==> config.mk <==
export PLATFORM = sky130hd
export DESIGN_NAME = ps2_scancode_rx_flat
export DESIGN_NICKNAME = d
export VERILOG_FILES = /design/src/rtl/ps2_pkg.sv /design/src/rtl/ps2_scancode_rx_if.sv /design/src/rtl/ps2_rx_frame.sv /design/src/rtl/ps2_scancode_rx.sv /design/src/flat_wrapper.sv
export SDC_FILE = /design/constraint.sdc
export NUM_CORES = 1
export LEC_CHECK = 0
export ABC_AREA = 1
export BUFFER_PORTS_ARGS = -buffer_cell sky130_fd_sc_hd__clkbuf_2
export CORE_ASPECT_RATIO = 2
export CORE_MARGIN = 2
export CORE_UTILIZATION = 45
export CTS_BUF_LIST = sky130_fd_sc_hd__clkbuf_4 sky130_fd_sc_hd__clkbuf_8
export CTS_CLUSTER_DIAMETER = 200
export DETAILED_ROUTE_END_ITERATION = 12
export PLACE_DENSITY_LB_ADDON = 0.05
export SLEW_MARGIN = 10
export SYNTH_ARGS = -nofsm -noshare
export SYNTH_HDL_FRONTEND = slang
export SYNTH_SLANG_ARGS = --single-unit
==> constraint.sdc <==
create_clock -name clk -period 2.1 [get_ports clk]
set_input_delay 0.315 -clock clk [delete_from_list [all_inputs] [get_ports clk]]
set_output_delay 0.315 -clock clk [all_outputs]
set_load 0.05 [all_outputs]
==> src/rtl/ps2_pkg.sv <==
// Shared PS/2 constants: prefix bytes, frame state encoding and the arrow-key
// scancodes used by the downstream decoder.
package ps2_pkg;

  localparam logic [7:0] PS2_EXT = 8'hE0;
  localparam logic [7:0] PS2_BRK = 8'hF0;

  localparam logic [15:0] KEY_UP    = 16'hE075;
  localparam logic [15:0] KEY_DOWN  = 16'hE072;
  localparam logic [15:0] KEY_LEFT  = 16'hE06B;
  localparam logic [15:0] KEY_RIGHT = 16'hE074;

  typedef enum logic [1:0] {
    ST_IDLE,
    ST_DATA,
    ST_PARITY,
    ST_STOP
  } frame_state_t;

  // True when the 8 data bits plus the parity bit carry an odd number of ones.
  function automatic logic odd_parity_ok(input logic [8:0] bits);
    return ^bits;
  endfunction

endpackage

==> src/rtl/ps2_scancode_rx_if.sv <==
// Pad lines into the receiver and the scancode/event outputs it produces.
interface ps2_scancode_rx_if;

  logic        ps2_clk;
  logic        ps2_data;
  logic [15:0] scancode;
  logic        evt_valid;
  logic [15:0] evt_code;
  logic        evt_break;
  logic        frame_err;

  modport master (
    input  ps2_clk, ps2_data,
    output scancode, evt_valid, evt_code, evt_break, frame_err
  );

  modport slave (
    output ps2_clk, ps2_data,
    input  scancode, evt_valid, evt_code, evt_break, frame_err
  );

endinterface

==> src/rtl/ps2_rx_frame.sv <==
// PS/2 line conditioning and frame reception: synchronizers, clock filter,
// falling-edge detect, start/data/parity/stop FSM and mid-frame timeout.
module ps2_rx_frame
  import ps2_pkg::*;
#(
  parameter int unsigned FILTER_LEN  = 8,
  parameter int unsigned TIMEOUT_CYC = 20000
) (
  input  logic       clk,
  input  logic       reset,
  input  logic       ps2_clk,
  input  logic       ps2_data,
  output logic       byte_done,
  output logic [7:0] rx_byte,
  output logic       frame_err
);

  localparam int unsigned FW = $clog2(FILTER_LEN + 1);
  localparam int unsigned TW = $clog2(TIMEOUT_CYC + 1);

  logic [1:0]    clk_s, dat_s;
  logic          filt;
  logic [FW-1:0] flt_cnt;
  logic          fall, bit_smp;

  frame_state_t  state, state_nxt;
  logic [7:0]    shift, shift_nxt;
  logic [2:0]    bit_cnt, bit_nxt;
  logic          par_ok, par_nxt;
  logic [TW-1:0] to_cnt, to_nxt;
  logic          done_nxt, err_nxt;

  // Sync both lines; filtered clock flips only after FILTER_LEN differing samples.
  always_ff @(posedge clk) begin
    if (reset) begin
      clk_s   <= 2'b11;
      dat_s   <= 2'b11;
      filt    <= 1'b1;
      flt_cnt <= '0;
      fall    <= 1'b0;
      bit_smp <= 1'b1;
    end else begin
      clk_s <= {clk_s[0], ps2_clk};
      dat_s <= {dat_s[0], ps2_data};
      fall  <= 1'b0;
      if (clk_s[1] == filt) begin
        flt_cnt <= '0;
      end else if (flt_cnt == FW'(FILTER_LEN - 1)) begin
        filt    <= clk_s[1];
        flt_cnt <= '0;
        fall    <= filt;
        bit_smp <= dat_s[1];
      end else begin
        flt_cnt <= flt_cnt + FW'(1);
      end
    end
  end

  always_ff @(posedge clk) begin
    if (reset) begin
      state     <= ST_IDLE;
      shift     <= '0;
      bit_cnt   <= '0;
      par_ok    <= 1'b0;
      to_cnt    <= '0;
      byte_done <= 1'b0;
      frame_err <= 1'b0;
    end else begin
      state     <= state_nxt;
      shift     <= shift_nxt;
      bit_cnt   <= bit_nxt;
      par_ok    <= par_nxt;
      to_cnt    <= to_nxt;
      byte_done <= done_nxt;
      frame_err <= err_nxt;
    end
  end

  always_comb begin
    state_nxt = state;
    shift_nxt = shift;
    bit_nxt   = bit_cnt;
    par_nxt   = par_ok;
    to_nxt    = '0;
    done_nxt  = 1'b0;
    err_nxt   = 1'b0;

    if (state != ST_IDLE && !fall) to_nxt = to_cnt + TW'(1);

    case (state)
      ST_IDLE: begin
        if (fall && !bit_smp) begin
          state_nxt = ST_DATA;
          bit_nxt   = '0;
        end
      end
      ST_DATA: begin
        if (fall) begin
          shift_nxt = {bit_smp, shift[7:1]};
          bit_nxt   = bit_cnt + 3'(1);
          if (bit_cnt == 3'd7) state_nxt = ST_PARITY;
        end
      end
      ST_PARITY: begin
        if (fall) begin
          par_nxt   = odd_parity_ok({bit_smp, shift});
          state_nxt = ST_STOP;
        end
      end
      ST_STOP: begin
        if (fall) begin
          if (bit_smp && par_ok) done_nxt = 1'b1;
          else                   err_nxt  = 1'b1;
          state_nxt = ST_IDLE;
        end
      end
      default: state_nxt = ST_IDLE;
    endcase

    // Keyboard stopped clocking mid-frame: abandon the partial byte.
    if (state != ST_IDLE && !fall && to_cnt == TW'(TIMEOUT_CYC - 1)) begin
      err_nxt   = 1'b1;
      state_nxt = ST_IDLE;
      to_nxt    = '0;
    end
  end

  assign rx_byte = shift;

endmodule

==> src/rtl/ps2_scancode_rx.sv <==
// PS/2 keyboard receiver: merges E0/F0 prefixes into 16-bit make/break events
// and holds the currently pressed key for the arrow-key decoder.
module ps2_scancode_rx
  import ps2_pkg::*;
#(
  parameter int unsigned FILTER_LEN  = 8,
  parameter int unsigned TIMEOUT_CYC = 20000
) (
  input logic               clk,
  input logic               reset,
  ps2_scancode_rx_if.master bus
);

  logic        byte_done, rx_err;
  logic [7:0]  rx_byte;
  logic        ext, brk;
  logic [15:0] code_c;
  logic [15:0] scancode_q, evt_code_q;
  logic        evt_valid_q, evt_break_q, frame_err_q;

  ps2_rx_frame #(
    .FILTER_LEN  (FILTER_LEN),
    .TIMEOUT_CYC (TIMEOUT_CYC)
  ) u_frame (
    .clk       (clk),
    .reset     (reset),
    .ps2_clk   (bus.ps2_clk),
    .ps2_data  (bus.ps2_data),
    .byte_done (byte_done),
    .rx_byte   (rx_byte),
    .frame_err (rx_err)
  );

  assign code_c = {ext ? PS2_EXT : 8'h00, rx_byte};

  // Prefix tracking; a break only releases the key that is actually held.
  always_ff @(posedge clk) begin
    if (reset) begin
      ext         <= 1'b0;
      brk         <= 1'b0;
      scancode_q  <= '0;
      evt_valid_q <= 1'b0;
      evt_code_q  <= '0;
      evt_break_q <= 1'b0;
      frame_err_q <= 1'b0;
    end else begin
      evt_valid_q <= 1'b0;
      frame_err_q <= rx_err;
      if (rx_err) begin
        ext <= 1'b0;
        brk <= 1'b0;
      end else if (byte_done) begin
        if (rx_byte == PS2_EXT) begin
          ext <= 1'b1;
        end else if (rx_byte == PS2_BRK) begin
          brk <= 1'b1;
        end else begin
          evt_valid_q <= 1'b1;
          evt_code_q  <= code_c;
          evt_break_q <= brk;
          ext         <= 1'b0;
          brk         <= 1'b0;
          if (!brk)                      scancode_q <= code_c;
          else if (scancode_q == code_c) scancode_q <= '0;
        end
      end
    end
  end

  assign bus.scancode  = scancode_q;
  assign bus.evt_valid = evt_valid_q;
  assign bus.evt_code  = evt_code_q;
  assign bus.evt_break = evt_break_q;
  assign bus.frame_err = frame_err_q;

endmodule

==> src/flat_wrapper.sv <==
// flat-port wrapper written by rule: the top's interface ports become plain ports
module ps2_scancode_rx_flat import ps2_pkg::*;
#(
  parameter int unsigned FILTER_LEN  = 8,
  parameter int unsigned TIMEOUT_CYC = 20000
)
  (clk, reset, bus_ps2_clk, bus_ps2_data, bus_scancode, bus_evt_valid, bus_evt_code, bus_evt_break, bus_frame_err);
  ps2_scancode_rx_if bus_i ();
  input logic clk;
  input logic reset;
  input wire logic [$bits(bus_i.ps2_clk)-1:0] bus_ps2_clk;
  input wire logic [$bits(bus_i.ps2_data)-1:0] bus_ps2_data;
  output wire logic [$bits(bus_i.scancode)-1:0] bus_scancode;
  output wire logic [$bits(bus_i.evt_valid)-1:0] bus_evt_valid;
  output wire logic [$bits(bus_i.evt_code)-1:0] bus_evt_code;
  output wire logic [$bits(bus_i.evt_break)-1:0] bus_evt_break;
  output wire logic [$bits(bus_i.frame_err)-1:0] bus_frame_err;
  assign bus_i.ps2_clk = bus_ps2_clk;
  assign bus_i.ps2_data = bus_ps2_data;
  assign bus_scancode = bus_i.scancode;
  assign bus_evt_valid = bus_i.evt_valid;
  assign bus_evt_code = bus_i.evt_code;
  assign bus_evt_break = bus_i.evt_break;
  assign bus_frame_err = bus_i.frame_err;
  ps2_scancode_rx #(.FILTER_LEN(FILTER_LEN), .TIMEOUT_CYC(TIMEOUT_CYC)) u_core (.clk(clk), .reset(reset), .bus(bus_i));
endmodule
==> results of run 1 <==
==> worst paths after layout <==
| check | startpoint | to | slack (ns) | cells after the start |
|---|---|---|---|---|
| setup reg to reg | u_core.u_frame.rx_byte[4] | u_core.bus.scancode[3] | 0.29 | 10 |
| hold / removal | bus_ps2_clk | u_core.u_frame.clk_s[0] | 0.14 | 2 |
| hold reg to reg | u_core.u_frame.clk_s[0] | u_core.u_frame.clk_s[1] | 0.41 | 1 |
| setup / recovery | u_core.u_frame.rx_byte[4] | u_core.bus.scancode[3] | 0.29 | 10 |
==> per-layer routing <==
metal	up-vias	GRT usage
met4	0	0.113
met5	-	0
li1	1228	-
met3	12	0.0388
met1	1082	0.160
met2	31	0.309
==> power by group <==
part	internal [W]	switching, W
Combinational	0.00000957	0.0000590
Sequential	0.00124	0.00000135
Clock	0.000465	0.000443
==> cells in the final DEF, fill, tap and decap left out, drive strengths merged <==
master	instances
a211oi	5
ha	13
nor3b	1
xnor2	8
nand4	1
o211ai	1
nand3	20
conb	10
nand2	77
clkinv	1
dfxtp	65
or2	5
nand3b	1
xor2	9
nor2	46
nor3	13
o31ai	1
nor4	2
buf	5
inv	35
a21oi	29
o21ai	15
o211a	1
clkbuf	40
==> worst max-delay path, stage by stage, from the launching register on <==
cell     delay, ns
dfxtp_1       0.46
inv_1         0.10
ha_1          0.20
nand2_1       0.09
o21ai_1       0.08
nor2_1        0.12
nand2_1       0.09
inv_2         0.16
buf_4         0.21
nand3_1       0.08
a21oi_1       0.15
==> registers in the layout (all words and copies together), names as in the netlist, 2 cells and up <==
register,flops
u_core.u_frame.flt_cnt,4
u_core.u_frame.clk_s,2
u_core.u_frame.rx_byte,8
u_core.u_frame.bit_cnt,3
u_core.u_frame.to_cnt,15
u_core.bus.evt_code,9
u_core.u_frame.dat_s,2
u_core.u_frame.state,2
u_core.bus.scancode,9
==> area by class of cell <==
class | instances | area, um2
Inverter | 35 | 131
Tap cell | 88 | 110
Clock inverter | 1 | 5.00
Clock buffer | 12 | 153
Sequential cell | 65 | 1300
Timing Repair Buffer | 33 | 178
Fill cell | 652 | 3230
Multi-Input combinational cell | 258 | 1460
==> cells by family after synthesis <==
kind of cell / after synthesis / share of synthesized area
simple gates: 166 / 0.267
flops: 65 / 0.429
buf+inv: 60 / 0.100
compound gates: 52 / 0.100
xor+xnor: 17 / 0.0491
fa+ha+maj: 13 / 0.0536
other cells: 1 / 0.00124
==> metrics by stage <==
stage               instances  instance area (um2)  power (W)  hold WS, ns  setup slack (ns)
floorplan                 383                 3070    0.00134        0.389             0.627
global placement          479                 3180    0.00134        0.397             0.345
detailed placement        479                 3180    0.00133        0.396             0.281
CTS                       492                 3340    0.00225        0.130             0.262
global route              492                 3340    0.00229        0.148            0.0472
finish                    492                 3340    0.00221        0.143             0.285
==> qor.csv, run 1 <==
metric,value,unit
status,"complete, no violations",
1st-pass router iterations,4,
fraction of layout cells with a size suffix above 1,0.200,
worst hold path type,in -> reg,
via count,2353,
WL per Instance,11.5,um
total grt overflow,0,
Crit. End Element,flop,
"Top FF cell, synth",dfxtp_1,
routed vias/inst,4.78,
Fin Clk Skew,0.00788,ns
TritonCTS clock tree,yes,
WP data required,2.39,ns
Final GP Congestion,0.771,
min cycle time layout,1.81,ns
RSZ-0062 raised after global routing,false,
share of synthesized registers carrying an async set or reset,0,
Crit Path Category,reg -> reg,
Syn Inst Count,374,
setup repair bufs after CTS,0,
peak supply drop,402,uV
CTS hold repair buffers,0,
critical path peak fanout,11,
Power Density,663,nW/um2
Synthesis Warnings,0,
static leakage,1.36,nW
crit path DAT,2.10,ns
FP Rows,42,
first-pass GRT wire length,9310,um
Peak Freq,551,MHz
Final #Nets,419,
Detail Placement HPWL,4300,um
most common cell in the netlist,nand2_1,
main area contributors after synthesis,"dfxtp_1 (43%), nand2_1 (9.0%), ha_1 (5.4%), a21oi_1 (4.6%), nor2_1 (4.5%)",
core box area,6570,um2
Worst-Skew Late Latency,0.36,ns
met2 wire length,3320,um
DRT iter0 DRCs,105,
final-report setup violation count,0,
n_diodes,0,
"Avg Cell Area, Syn",8.12,um2
initial antenna violation count,0,
Routed WL,5680,um
GRT Util Overall,0.173,
DIE WIDTH,62.1,um
final worst path period share,0.864,
mapped cell area,3040,um2
Hold Fails Final Rpt,0,
DR WL met3,151,um
"EDFF count, synth",0,
count of state elements after synthesis,65,
io pins,39,
sequential-to-total area share from yosys stat,0.429,
vias in the first global route,2184,
root buffer cell,clkbuf_8,
crit start category,flop,
Clock Tree Buf Depth,2,
DRT met1 WL,2040,um
clock net sink count,65,
cell accounting for the most synthesized area,dfxtp_1,
Highest Signal Layer,met4,
Worst-path clk slew,0.06,ns
IO Port Bufs,28,
Initial Util,0.462,
CTS buffer count,9,
total of max-cap violations,0,
"Distinct cells, synth",38,
Synth top cells by count,"nand2_1 (73), dfxtp_1 (65), nor2_1 (36)",
post-cts sizing count,0,
area fraction of the dominant cell type after synthesis,0.429,
Die ar.,7460,um2
# H-tree levels,3,
Chip Height,120,um
Area Growth Syn to Fin,10.1,%
post-route ant nets,0,
Layout Utilization,0.509,
setup tns final,0,ns
post-route DRC violation count,0,
largest net degree at the start of global routing,33,
Slew Limit Fails,0,
Note: power is estimated with default switching activity, not from simulation.
==> run 2, diff against run 1 <==
--- a/config.mk
+++ b/config.mk
@@ -7,9 +7,11 @@
 export LEC_CHECK = 0
 export ABC_AREA = 1
 export BUFFER_PORTS_ARGS = -buffer_cell sky130_fd_sc_hd__clkbuf_2
+export CELL_PAD_IN_SITES_DETAIL_PLACEMENT = 0
+export CELL_PAD_IN_SITES_GLOBAL_PLACEMENT = 1
 export CORE_ASPECT_RATIO = 2
 export CORE_MARGIN = 2
-export CORE_UTILIZATION = 45
+export CORE_UTILIZATION = 44
 export CTS_BUF_LIST = sky130_fd_sc_hd__clkbuf_4 sky130_fd_sc_hd__clkbuf_8
 export CTS_CLUSTER_DIAMETER = 200
 export DETAILED_ROUTE_END_ITERATION = 12
==> run 2 against run 1 <==
Non-clock buffer count stayed put. Hold slack improved by 0.0089 ns. Setup slack improved by 0.053 ns. Highest routed layer unchanged. Routed wire length rose by 3.8%. Maximum frequency rose by 3.0%. Global-route usage rose by 0.41 points. Sequential cell count unchanged. Register-to-register slack better by 0.05 ns.
==> qor.csv, run 2 (same netlist as run 1, synthesis figures left out) <==
metric,value,unit
setup tns final,0,ns
# H-tree levels,3,
RSZ-0062 raised after global routing,false,
final worst path period share,0.839,
Worst-Skew Late Latency,0.35,ns
Chip Height,121,um
1st-pass router iterations,4,
Crit Path Category,reg -> reg,
Final #Nets,419,
peak supply drop,424,uV
DIE WIDTH,62.7,um
core box area,6670,um2
total of max-cap violations,0,
Worst-path clk slew,0.07,ns
initial antenna violation count,0,
IO Port Bufs,28,
sw power,0.000524,W
WL per Instance,11.9,um
Top reg by flops,u_core.u_frame.to_cnt,
total grt overflow,0,
Area Growth Syn to Fin,11.4,%
most frequent cells in the layout,"nand2_1 (73), dfxtp_1 (65), nor2_1 (36)",
"most used cell, CP",nand2_1,
static leakage,1.38,nW
status,"complete, no violations",
Clock Tree Buf Depth,2,
crit start category,flop,
TritonCTS clock tree,yes,
fin worst setup slack,0.338,ns
part of the power in combinational logic,0.030,
WP buf/inv,3,
via count,2319,
post-route DRC violation count,0,
Die ar.,7620,um2
Final GP Congestion,0.750,
Detail Placement HPWL,4420,um
R2R setup slack,0.34,ns
Hold Fails Final Rpt,0,
pre-CTS WS,0.366,ns
post-cts sizing count,0,
min cycle time layout,1.76,ns
Slowest cell on crit path,dfxtp_1,
Initial Util,0.455,
Routed WL,5900,um
max reg flops,15,
Peak Freq,567,MHz
CTS buffer count,9,
largest net degree at the start of global routing,33,
Setup crit start,u_core.u_frame.rx_byte[2],
CTS hold repair buffers,0,
fraction of layout cells with a size suffix above 1,0.206,
DRT iter0 DRCs,180,
hold_sp,bus_ps2_data,
Slew Limit Fails,0,
FP Rows,42,
Power Total,0.00234,W
Power Density,691,nW/um2
RR Startpoint,u_core.u_frame.rx_byte[2],
setup repair bufs after CTS,0,
root buffer cell,clkbuf_8,
"commonest non-fill, non-tap cell in the layout",nand2_1,
P_int,0.00181,W
vias in the first global route,2124,
Crit. End Element,flop,
CP cell instances,inv_1 > ha_1 > nand2_1 > o21ai_1 > nor2_1 > nand2_1 > inv_2 > buf_4 > nand3_1 > a21oi_1,
Clk pwr share,0.441,
family with the most delay on the worst path,simple AND/OR/NAND/NOR gates,
Sw Ratio,0.224,
post-route ant nets,0,
n_diodes,0,
routed vias/inst,4.68,
GRT Util Overall,0.177,
Hold Slack,0.152,ns
Worst path max stage delay,0.42,ns
crit path DAT,2.04,ns
final-report setup violation count,0,
io pins,39,
critical path peak fanout,20,
WP data required,2.37,ns
first-pass GRT wire length,10100,um
clock net sink count,65,
worst hold path type,in -> reg,
Seq pwr share,0.529,
Fin Clk Skew,0.00686,ns
-- run 2: changes by cell type in the layout (fill, tap and decap cells not counted) --
cell / change
clkbuf_8: +3
clkbuf_4: -1
clkinv_2: +1
-- run 2: metrics by stage --
stage / std cells / util / instance area (um2)
3_5_place_dp: 479 / 0.477 / 3180
6_report: 495 / 0.507 / 3380
5_1_grt: 495 / 0.507 / 3380
2_1_floorplan: 383 / - / 3070
3_3_place_gp: 479 / 0.477 / 3180
4_1_cts: 495 / 0.507 / 3380
-- run 2: per-layer routing --
metal  wire [um]  track usage
met1        2220        0.170
met2        3380        0.333
met3         186       0.0594
met4         106       0.0792
met5           0            0
-- run 2: final timing paths --
check,cells after the start,endpoint
worst max-delay path,10,u_core.bus.scancode[7]
worst min register to register,1,u_core.u_frame.clk_s[1]
worst min-delay path,2,u_core.u_frame.dat_s[0]
worst max register to register,10,u_core.bus.scancode[7]
-- run 2: layout make-up --
cell class	instances	area, um2
fillers	674	3290
multi-input cells	258	1460
flip-flops and latches	65	1300
clock buffers	14	186
repair buffers	33	178
inverters	35	131
well taps	88	110
clock inverters	2	10.0
-- run 2: power by group through the flow --
stage | clock [W] | sequential (W) | combinational, W
4_1_cts | 0.00107 | 0.00124 | 0.0000700
3_3_place_gp | 0 | 0.00127 | 0.0000700
3_5_place_dp | 0 | 0.00127 | 0.0000696
6_report | 0.00103 | 0.00124 | 0.0000694
2_1_floorplan | 0 | 0.00127 | 0.0000738
5_1_grt | 0.00113 | 0.00124 | 0.0000747
